$ cat src/rtl/mem_stage_pkg.sv
// rtl/mem_stage_pkg.sv - op codes, FSM states and lane constants for the MEM stage
package mem_stage_pkg;

  localparam logic [5:0] OP_LB  = 6'b100001;
  localparam logic [5:0] OP_LH  = 6'b101011;
  localparam logic [5:0] OP_LBU = 6'b101010;
  localparam logic [5:0] OP_LHU = 6'b101100;
  localparam logic [5:0] OP_LWL = 6'b101101;
  localparam logic [5:0] OP_LWR = 6'b101110;
  localparam logic [5:0] OP_LW  = 6'b100011;
  localparam logic [5:0] OP_SB  = 6'b110000;
  localparam logic [5:0] OP_SH  = 6'b110001;
  localparam logic [5:0] OP_SW  = 6'b110010;

  localparam int BE_W = 4;

  typedef enum logic [1:0] {IDLE, WAIT, DONE} state_e;

endpackage

$ cat src/rtl/mem_load_align.sv
// rtl/mem_load_align.sv - big-endian load alignment and LWL/LWR merge (combinational)
module mem_load_align
  import mem_stage_pkg::*;
#(
  parameter int OP_W = 6
) (
  input  logic [OP_W-1:0] op_i,
  input  logic [1:0]      offset_i,
  input  logic [31:0]     rdata_i,
  input  logic [31:0]     base_i,
  output logic [31:0]     data_o
);

  logic [7:0]  byte_sel;
  logic [15:0] half_sel;

  // Offset 0 is the most significant lane, so byte k sits 8*(3-k) bits up.
  always_comb begin
    byte_sel = 8'(rdata_i >> {~offset_i, 3'b000});
    half_sel = offset_i[1] ? rdata_i[15:0] : rdata_i[31:16];
    data_o   = '0;
    case (op_i)
      OP_W'(OP_LB):  data_o = {{24{byte_sel[7]}}, byte_sel};
      OP_W'(OP_LBU): data_o = {24'd0, byte_sel};
      OP_W'(OP_LH):  data_o = {{16{half_sel[15]}}, half_sel};
      OP_W'(OP_LHU): data_o = {16'd0, half_sel};
      OP_W'(OP_LW):  data_o = rdata_i;
      OP_W'(OP_LWL): data_o = (rdata_i << {offset_i, 3'b000})
                            | (base_i & ~(32'hFFFF_FFFF << {offset_i, 3'b000}));
      OP_W'(OP_LWR): data_o = (rdata_i >> {~offset_i, 3'b000})
                            | (base_i & ~(32'hFFFF_FFFF >> {~offset_i, 3'b000}));
      default:       data_o = '0;
    endcase
  end

endmodule

$ cat src/rtl/mem_stage_hs.sv
// rtl/mem_stage_hs.sv - MEM pipeline stage with req/ack handshake to a variable-latency data memory
// Defining MEM_STATS_EN adds saturating load/store/wait-cycle counters.
module mem_stage_hs
  import mem_stage_pkg::*;
#(
  parameter int ADDR_W  = 32,
  parameter int REG_W   = 5,
  parameter int OP_W    = 6,
  parameter int TIMEOUT = 64
) (
  input  logic              CLK,
  input  logic              RESET,
  input  logic              FREEZE,
  input  logic              ex_valid,
  input  logic [OP_W-1:0]   ex_op,
  input  logic [ADDR_W-1:0] ex_addr,
  input  logic [REG_W-1:0]  ex_rt,
  input  logic [31:0]       ex_store_data,
  input  logic [31:0]       ex_dest_old,
  input  logic [REG_W-1:0]  ex_wreg,
  input  logic              ex_wb_en,
  input  logic              ex_mem2reg,
  input  logic              wb_wen,
  input  logic [REG_W-1:0]  wb_wreg,
  input  logic [31:0]       wb_wdata,
  output logic              dm_req,
  output logic              dm_we,
  output logic [ADDR_W-1:0] dm_addr,
  output logic [31:0]       dm_wdata,
  output logic [BE_W-1:0]   dm_be,
  input  logic              dm_ack,
  input  logic [31:0]       dm_rdata,
  output logic              stall_o,
  output logic [31:0]       fwd_data,
  output logic              pr_valid,
  output logic              pr_wb_en,
  output logic              pr_mem2reg,
  output logic [REG_W-1:0]  pr_wreg,
  output logic [31:0]       pr_alu,
  output logic [31:0]       pr_rdata,
`ifdef MEM_STATS_EN
  output logic [31:0]       stat_loads,
  output logic [31:0]       stat_stores,
  output logic [31:0]       stat_wait_cycles,
`endif
  output logic              err_align,
  output logic              err_timeout
);

  localparam int CNT_W = $clog2(TIMEOUT);

  state_e            state_q, state_d;
  logic [CNT_W-1:0]  cnt_q, cnt_d;
  logic              timeout_hit;
  logic              dm_req_q, dm_we_q;
  logic [ADDR_W-1:0] dm_addr_q;
  logic [31:0]       dm_wdata_q;
  logic [BE_W-1:0]   dm_be_q;
  logic [31:0]       hold_q;
  logic              suppress_q;
  logic              pr_valid_q, pr_wb_en_q, pr_mem2reg_q;
  logic [REG_W-1:0]  pr_wreg_q;
  logic [31:0]       pr_alu_q, pr_rdata_q;
  logic              err_align_q, err_timeout_q;

  logic              op_load, op_store, is_mem, misalign, start, fwd_hit;
  logic [31:0]       st_src, base_src, ld_aligned, wdata_c;
  logic [BE_W-1:0]   be_c;

  always_comb begin
    op_load  = ex_op inside {OP_W'(OP_LB), OP_W'(OP_LH), OP_W'(OP_LBU), OP_W'(OP_LHU),
                             OP_W'(OP_LWL), OP_W'(OP_LWR), OP_W'(OP_LW)};
    op_store = ex_op inside {OP_W'(OP_SB), OP_W'(OP_SH), OP_W'(OP_SW)};
    is_mem   = ex_valid & (op_load | op_store);
    misalign = is_mem &
               (((ex_op inside {OP_W'(OP_LH), OP_W'(OP_LHU), OP_W'(OP_SH)}) & ex_addr[0]) |
                ((ex_op inside {OP_W'(OP_LW), OP_W'(OP_SW)}) & (ex_addr[1:0] != 2'b00)));
    start    = (state_q == IDLE) & is_mem & ~misalign;
    fwd_hit  = wb_wen & (wb_wreg == ex_rt) & (ex_rt != '0);
    st_src   = fwd_hit ? wb_wdata : ex_store_data;
    base_src = fwd_hit ? wb_wdata : ex_dest_old;
    be_c     = 4'b1111;
    wdata_c  = '0;
    case (ex_op)
      OP_W'(OP_SB): begin
        be_c    = 4'b1000 >> ex_addr[1:0];
        wdata_c = {4{st_src[7:0]}};
      end
      OP_W'(OP_SH): begin
        be_c    = ex_addr[1] ? 4'b0011 : 4'b1100;
        wdata_c = {2{st_src[15:0]}};
      end
      OP_W'(OP_SW): wdata_c = st_src;
      default: ;
    endcase
  end

  mem_load_align #(.OP_W(OP_W)) u_align (
    .op_i     (ex_op),
    .offset_i (ex_addr[1:0]),
    .rdata_i  (dm_rdata),
    .base_i   (base_src),
    .data_o   (ld_aligned)
  );

  // FREEZE only gates IDLE->WAIT and DONE->IDLE; the handshake itself runs free.
  always_comb begin
    state_d     = state_q;
    cnt_d       = cnt_q;
    timeout_hit = 1'b0;
    case (state_q)
      IDLE: if (start && !FREEZE) begin
        state_d = WAIT;
        cnt_d   = '0;
      end
      WAIT: begin
        cnt_d = cnt_q + 1'b1;
        if (dm_ack) begin
          state_d = DONE;
        end else if (cnt_q == CNT_W'(TIMEOUT - 1)) begin
          state_d     = DONE;
          timeout_hit = 1'b1;
        end
      end
      DONE: if (!FREEZE) state_d = IDLE;
      default: state_d = IDLE;
    endcase
  end

  always_ff @(posedge CLK or posedge RESET) begin
    if (RESET) begin
      state_q       <= IDLE;
      cnt_q         <= '0;
      dm_req_q      <= 1'b0;
      dm_we_q       <= 1'b0;
      dm_addr_q     <= '0;
      dm_wdata_q    <= '0;
      dm_be_q       <= '0;
      hold_q        <= '0;
      suppress_q    <= 1'b0;
      pr_valid_q    <= 1'b0;
      pr_wb_en_q    <= 1'b0;
      pr_mem2reg_q  <= 1'b0;
      pr_wreg_q     <= '0;
      pr_alu_q      <= '0;
      pr_rdata_q    <= '0;
      err_align_q   <= 1'b0;
      err_timeout_q <= 1'b0;
    end else begin
      state_q       <= state_d;
      cnt_q         <= cnt_d;
      err_align_q   <= 1'b0;
      err_timeout_q <= timeout_hit;
      case (state_q)
        IDLE: if (!FREEZE) begin
          if (start) begin
            dm_req_q   <= 1'b1;
            dm_we_q    <= op_store;
            dm_addr_q  <= {ex_addr[ADDR_W-1:2], 2'b00};
            dm_be_q    <= be_c;
            dm_wdata_q <= wdata_c;
            suppress_q <= 1'b0;
            // Bubble into MEM/WB while the access is outstanding.
            pr_valid_q <= 1'b0;
            pr_wb_en_q <= 1'b0;
          end else begin
            pr_valid_q   <= ex_valid;
            pr_wb_en_q   <= ex_wb_en & ~misalign;
            pr_mem2reg_q <= ex_mem2reg;
            pr_wreg_q    <= ex_wreg;
            pr_alu_q     <= 32'(ex_addr);
            pr_rdata_q   <= '0;
            err_align_q  <= misalign;
          end
        end
        WAIT: begin
          if (dm_ack) begin
            dm_req_q <= 1'b0;
            hold_q   <= ld_aligned;
          end else if (timeout_hit) begin
            dm_req_q   <= 1'b0;
            hold_q     <= '0;
            suppress_q <= 1'b1;
          end
        end
        DONE: if (!FREEZE) begin
          pr_valid_q   <= ex_valid;
          pr_wb_en_q   <= ex_wb_en & ~suppress_q;
          pr_mem2reg_q <= ex_mem2reg;
          pr_wreg_q    <= ex_wreg;
          pr_alu_q     <= 32'(ex_addr);
          pr_rdata_q   <= hold_q;
        end
        default: ;
      endcase
    end
  end

`ifdef MEM_STATS_EN
  logic [31:0] stat_loads_q, stat_stores_q, stat_wait_q;

  always_ff @(posedge CLK or posedge RESET) begin
    if (RESET) begin
      stat_loads_q  <= '0;
      stat_stores_q <= '0;
      stat_wait_q   <= '0;
    end else begin
      if (state_q == DONE && !FREEZE) begin
        if (op_load && stat_loads_q != '1)   stat_loads_q  <= stat_loads_q + 1'b1;
        if (op_store && stat_stores_q != '1) stat_stores_q <= stat_stores_q + 1'b1;
      end
      if (state_q == WAIT && stat_wait_q != '1) stat_wait_q <= stat_wait_q + 1'b1;
    end
  end

  assign stat_loads       = stat_loads_q;
  assign stat_stores      = stat_stores_q;
  assign stat_wait_cycles = stat_wait_q;
`endif

  assign stall_o     = start | (state_q == WAIT);
  assign fwd_data    = (state_q == DONE) ? hold_q : 32'(ex_addr);
  assign dm_req      = dm_req_q;
  assign dm_we       = dm_we_q;
  assign dm_addr     = dm_addr_q;
  assign dm_wdata    = dm_wdata_q;
  assign dm_be       = dm_be_q;
  assign pr_valid    = pr_valid_q;
  assign pr_wb_en    = pr_wb_en_q;
  assign pr_mem2reg  = pr_mem2reg_q;
  assign pr_wreg     = pr_wreg_q;
  assign pr_alu      = pr_alu_q;
  assign pr_rdata    = pr_rdata_q;
  assign err_align   = err_align_q;
  assign err_timeout = err_timeout_q;

endmodule

$ cat config.mk
export PLATFORM = sky130hd
export DESIGN_NAME = mem_stage_hs
export DESIGN_NICKNAME = d
export VERILOG_FILES = /design/src/rtl/mem_stage_pkg.sv /design/src/rtl/mem_load_align.sv /design/src/rtl/mem_stage_hs.sv
export SDC_FILE = /design/constraint.sdc
export NUM_CORES = 1
export LEC_CHECK = 0
export ABC_AREA = 1
export CORE_MARGIN = 3
export CORE_UTILIZATION = 30
export DETAILED_ROUTE_END_ITERATION = 10
export PLACE_DENSITY = 0.61
export SYNTH_ARGS = -nofsm -noshare
export SYNTH_HDL_FRONTEND = slang
export SYNTH_SLANG_ARGS = --single-unit
$ cat constraint.sdc
create_clock -name CLK -period 8.6 [get_ports CLK]
set_input_delay 0.86 -clock CLK [delete_from_list [all_inputs] [get_ports CLK]]
set_output_delay 0.86 -clock CLK [all_outputs]
set_load 0.05 [all_outputs]
==> impl_metrics.py, run 1 <==
metrics = {
    "run_status": {
        "status": "finished, final reports clean",
    },
    "clock_tree": {
        "cts_setup_buffers": 0,
        "cts_buffers": 17,
        "clock_path_buffers": 2,
        "clock_sinks": 183,
        "cts_tree": "yes",
        "cts.clk_slew.worst_paths_ps": 70,
        "clock_latency_ps": 440,
        "root_buffer": "clkbuf_16",
        "cts_hold_buffers": 0,
        "cts_resized": 0,
        "h-tree-depth": 4,
    },
    "power_and_ir_drop": {
        "p_sw_share_pct": 41.8,
        "power_frac_clock_pct": 24.7,
        "seq_power_share_pct": 33.2,
        "p_per_area_mw_per_mm2": 219,
        "switchingPower_w": 0.00139,
        "peakVddDrop_mv": 0.164,
        "share_comb_of_total_power_pct": 42.1,
        "intPower_w": 0.00194,
        "p_leak_nw": 7.52,
    },
    "placement": {
        "numPortBuffers": 363,
        "place_ws_ps": 3600,
        "place_congestion": 0.905,
        "hpwl_mm": 33.1,
    },
    "die": {
        "fp.dieArea_mm2": 0.0381,
        "coreArea_mm2": 0.0349,
        "rows": 68,
        "die_y_um": 195,
        "initial_core_util_pct": 30.8,
        "die_w_um": 195,
        "pin_count": 366,
    },
    "setup_path": {
        "end_kind": "output pin",
        "cp_slowest_stage_delay_ps": 870,
        "path_cells": "clkdlybuf4s50_1 -> buf_4 -> nor2_2 -> clkinv_1 -> o21ai_1 -> nand3_2 -> o21ai_0 -> clkdlybuf4s50_1",
        "required_ps": 7740,
        "crit_type": "in2out",
        "cp-start-kind": "input pin",
        "arrival_ps": 4070,
        "path_max_fanout": 54,
        "cp_slowest_cell": "clkdlybuf4s50_1",
        "cp_common_cell": "clkdlybuf4s50_1",
    },
    "yosys": {
        "ys_seq_area_share_pct": 42.6,
        "synthMuxAreaShare_pct": 0,
        "synth_fa_ha_area_share_pct": 0.116,
        "syn_area_mm2": 0.0107,
        "synthXorXnorAreaFrac_pct": 0.0815,
        "synth-simple-area-share_pct": 32.0,
        "synth_top_family_by_area": "simple AND/OR/NAND/NOR gates",
        "ys_warn_count": 0,
        "avgSynthCellArea_um2": 6.73,
        "yosysUniqueCellTypes": 39,
        "synthCells": 1597,
        "synth_compound_area_share_pct": 16.1,
        "ys_ff_latch": 183,
    },
    "drt": {
        "top_layer": "met5",
        "drtAntennaViolNets": 0,
        "wl_met1_mm": 18.9,
        "routed_wl_mm": 43.7,
        "via_per_inst": 4.93,
        "met3_length_mm": 2.54,
        "avgRoutedWirePerCell_um": 18.4,
        "firstDrtPassIters": 5,
        "route.met2.wl_mm": 20.9,
        "drtIter0Drc": 792,
        "vias": 11700,
        "drcViolationCount": 0,
    },
    "global_route": {
        "grt_use_total_pct": 22.4,
        "gr-total-overflow": 0,
        "grt_max_degree": 117,
        "grt_pass1_wl_mm": 67.1,
        "first_global_vias": 11500,
        "antenna_found_initial": 6,
    },
    "timing": {
        "period_minus_slack_ps": 4930,
        "hold_viol_final": 0,
        "setup_tns_ps": 0,
        "drv_slew": 0,
        "fin_crit_sh_pct": 57.3,
        "final.setup.worst_slack_ps": 3670,
        "rsz0062_at_grt": "no",
        "slew_headroom_pct": 19.9,
        "fin_skew_ps": 11.7,
        "max_freq_ghz": 0.203,
        "tightest_slew_ps": 1200,
        "setup_viol": 0,
    },
    "worst_hold_path": {
        "min_path_type": "reg2reg",
    },
    "cells_and_area": {
        "drive_gt1_share_pct": 4.02,
        "nets": 2093,
        "final_cell_mix": "621 x nand2_1, 363 x clkdlybuf4s50_1, 183 x dfrtp_1, 139 x inv_1, 138 x o21ai_0",
        "area_delta_synth_final_pct": 42.0,
        "final_common_cell": "nand2_1",
    },
    "job": {
        "drv_cap": 0,
    },
}
## Yosys cell counts, drive strengths merged
cell,n,area share [%]
a211oi,5,0.40
a21boi,1,0.070
a21oi,106,5.3
a221oi,2,0.16
a22oi,7,0.49
buf,39,2.1
clkbuf,48,1.7
clkinv,5,0.17
conb,1,0.035
dfrtp,183,43
ha,1,0.12
inv,145,5.1
nand2,629,22
nand3,59,2.9
nand4,30,1.7
nor2,132,4.9
nor3,4,0.23
o211ai,3,0.21
o21a,1,0.070
o21ai,181,8.5
o221ai,6,0.49
o22ai,8,0.47
xor2,1,0.082
## path summary, 6_finish.rpt
kind,start,endpoint,slack (ps),cells past startpoint
min reg2reg,hold_q[4],hold_q[4],480,2
min in group asynchronous,RESET,err_timeout,970,2
min,hold_q[4],hold_q[4],480,2
max in group asynchronous,RESET,pr_rdata[19],6110,3
max,ex_addr[1],stall_o,3670,8
max reg2reg,state_q[0],pr_alu[19],5370,9
## layer usage
layer / global-route usage, % / up-vias
li1: - / 5724
met1: 29.2 / 5486
met2: 37.5 / 422
met3: 3.92 / 68
met4: 8.11 / 2
met5: 0 / -
## flip-flops by register name (all words and copies together), names as in the netlist, 2 cells and up
register / flops
hold_q: 32
dm_be: 4
dm_addr: 30
cnt_q: 6
dm_wdata: 32
pr_alu: 32
pr_rdata: 32
state_q: 2
pr_wreg: 5
## logic make-up (layout without fill, tap and decap cells)
group | count (synthesis) | in the layout
buf+inv | 237 | 554
fa+ha+maj | 1 | 1
compound gates | 320 | 320
xor+xnor | 1 | 1
simple gates | 854 | 854
flops | 183 | 183
other cells | 1 | 7
## power by group through the flow
stage          Sequential, W  Combinational (W)  Clock, W
3_3_place_gp         0.00112            0.00140         0
2_1_floorplan        0.00163           0.000371         0
5_1_grt              0.00113            0.00149  0.000880
4_1_cts              0.00111            0.00141  0.000847
6_report             0.00111            0.00140  0.000825
3_5_place_dp         0.00113            0.00141         0
## worst max-delay path, delay by kind of cell
family          cells  cell delay, ps
buf+inv             4            2030
simple gates        2             700
compound gates      2             480
## per-stage QoR
stage,hold slack (ps),area (µm²),util [%],instances,power [W]
6_report,478,15300,43.7,2375,0.00334
5_1_grt,501,15300,43.7,2375,0.00350
4_1_cts,481,15200,43.7,2370,0.00337
3_5_place_dp,467,14600,42.0,2339,0.00254
3_3_place_gp,463,14600,42.0,2339,0.00252
2_1_floorplan,449,10700,-,1598,0.00200
## final cells by class
type / count / area, µm²
inverters: 150 / 571
clock inverters: 12 / 165
well taps: 455 / 569
fillers: 3667 / 19600
diodes: 5 / 12.5
clock buffers: 19 / 433
flip-flops and latches: 183 / 4580
multi-input cells: 1178 / 5220
repair buffers: 373 / 3710
Note: power is estimated with default switching activity, not from simulation.
==> run 2: changes to the inputs <==
==> constraint.sdc (replaced) <==
create_clock -name CLK -period 4.78 [get_ports CLK]
set_input_delay 0.478 -clock CLK [delete_from_list [all_inputs] [get_ports CLK]]
set_output_delay 0.478 -clock CLK [all_outputs]
set_load 0.05 [all_outputs]
==> run 2 against run 1 <==
  * Critical path depth fell by 1
  * Clock power is 79% higher
  * Non-clock buffer count rose by 11
  * Final cell count grew 0.51%
  * Clock skew barely moved
  * Die area did not move
==> impl_metrics.py, run 2 (synthesis results as in run 1) <==
metrics = {
    "timing": {
        "tightest_slew_ps": 1130,
        "final.setup.worst_slack_ps": 1050,
        "drv_slew": 0,
        "fin_skew_ps": 11.5,
        "setup_viol": 0,
        "rsz0062_at_grt": "no",
        "period_minus_slack_ps": 3730,
        "slew_headroom_pct": 24.7,
        "max_freq_ghz": 0.268,
        "fin_crit_sh_pct": 78.0,
        "hold_viol_final": 0,
        "setup_tns_ps": 0,
    },
    "placement": {
        "numPortBuffers": 363,
        "place_ws_ps": 1130,
        "post_dp_cell_area_mm2": 0.0148,
        "dp_cells": 2350,
        "hpwl_mm": 33.9,
        "place_congestion": 0.939,
    },
    "setup_path": {
        "rr_endpoint": "pr_alu[23]",
        "r2r-start": "state_q[0]",
        "required_ps": 4300,
        "reg2regPathDepth": 9,
        "cp-start-kind": "flip-flop",
        "r2r_slack_ps": 1920,
        "cp_slowest_cell": "clkdlybuf4s50_1",
        "path_delay_family": "buffers and inverters",
        "path_max_fanout": 49,
        "path_cells": "inv_1 -> nand2_1 -> inv_2 -> buf_4 -> nand2_1 -> o21ai_0 -> clkdlybuf4s50_1",
        "cp_slowest_stage_delay_ps": 850,
        "cp.depth": 7,
        "critPathBufInv": 4,
        "end_kind": "output pin",
        "cp_common_cell": "nand2_1",
        "crit_type": "reg2out",
        "arrival_ps": 3250,
    },
    "drt": {
        "firstDrtPassIters": 8,
        "drcViolationCount": 0,
        "routed_wl_mm": 44.3,
        "drtIter0Drc": 933,
        "avgRoutedWirePerCell_um": 18.5,
        "vias": 11800,
        "via_per_inst": 4.95,
        "drtAntennaViolNets": 0,
    },
    "global_route": {
        "antenna_found_initial": 5,
        "grt_use_total_pct": 22.8,
        "gr-total-overflow": 0,
        "grt_max_degree": 146,
        "first_global_vias": 11800,
        "grt_pass1_wl_mm": 68.6,
    },
    "worst_hold_path": {
        "worstHoldEndpoint": "hold_q[2]",
        "hold_start": "hold_q[2]",
        "min_path_type": "reg2reg",
        "min_path_cells": 2,
    },
    "job": {
        "drv_cap": 0,
    },
    "cells_and_area": {
        "final_cell_mix": "621 x nand2_1, 361 x clkdlybuf4s50_1, 183 x dfrtp_1, 139 x inv_1, 138 x o21ai_0",
        "nets": 2104,
        "final_common_cell": "nand2_1",
        "fin_area_mm2": 0.0154,
        "stdcell_count": 2387,
        "area_delta_synth_final_pct": 43.3,
        "drive_gt1_share_pct": 4.77,
    },
    "run_status": {
        "status": "finished, final reports clean",
    },
    "clock_tree": {
        "root_buffer": "clkbuf_16",
        "cts_buffers": 17,
        "h-tree-depth": 4,
        "clock_latency_ps": 430,
        "clock_path_buffers": 2,
        "cts_resized": 0,
        "cts_tree": "yes",
        "cts_hold_buffers": 0,
        "cts_setup_buffers": 0,
        "cts.clk_slew.worst_paths_ps": 70,
        "clock_sinks": 183,
    },
    "die": {
        "fp.dieArea_mm2": 0.0381,
        "initial_core_util_pct": 30.8,
        "die_w_um": 195,
        "coreArea_mm2": 0.0349,
        "rows": 68,
        "die_y_um": 195,
        "pin_count": 366,
    },
    "power_and_ir_drop": {
        "peakVddDrop_mv": 0.290,
        "p_per_area_mw_per_mm2": 391,
        "p_leak_nw": 7.59,
        "finalPower_w": 0.00601,
    },
}
[run 2: where the power goes]
part           switching (W)  internal [W]
registers           0.000161       0.00184
logic                0.00170      0.000839
clock network       0.000675      0.000804
[run 2: tightest hold or removal path: cells and delay by family, from the launching register on]
kind             cells  cell delay, ps
and+or+nand+nor      2             100
DFF                  1             350
[run 2: per-stage QoR]
| step | util, % | hold slack, ps |
|---|---|---|
| floorplan | - | 449 |
| global placement | 42.4 | 457 |
| detailed placement | 42.4 | 464 |
| CTS | 44.1 | 483 |
| global route | 44.1 | 503 |
| finish | 44.1 | 485 |
[run 2: how the worst max path moves through the flow]
stage	startpoint	end	slack [ps]
2_1_floorplan	ex_addr[1]	stall_o	1930
3_3_place_gp	ex_rt[0]	dm_wdata[8]	1230
3_5_place_dp	ex_rt[0]	dm_wdata[12]	1130
4_1_cts	state_q[0]	fwd_data[13]	1030
5_1_grt	state_q[0]	fwd_data[13]	850
6_report	state_q[0]	fwd_data[13]	1050
[run 2: per-layer routing]
| metal | global-route usage, % | part of all wire (%) | wire, µm |
|---|---|---|---|
| met5 | 0 | 0 | 0 |
| met4 | 8.40 | 3.1 | 1360 |
| met3 | 3.93 | 7.0 | 3080 |
| met2 | 37.5 | 48 | 21100 |
| met1 | 30.1 | 42 | 18800 |
[run 2: cell type report]
cell class | count | area, µm²
Multi-Input combinational cell | 1178 | 5220
Tap cell | 455 | 569
Inverter | 150 | 567
Antenna cell | 5 | 12.5
Clock inverter | 13 | 163
Sequential cell | 183 | 4580
Clock buffer | 19 | 443
Fill cell | 3659 | 19500
Timing Repair Buffer | 384 | 3850
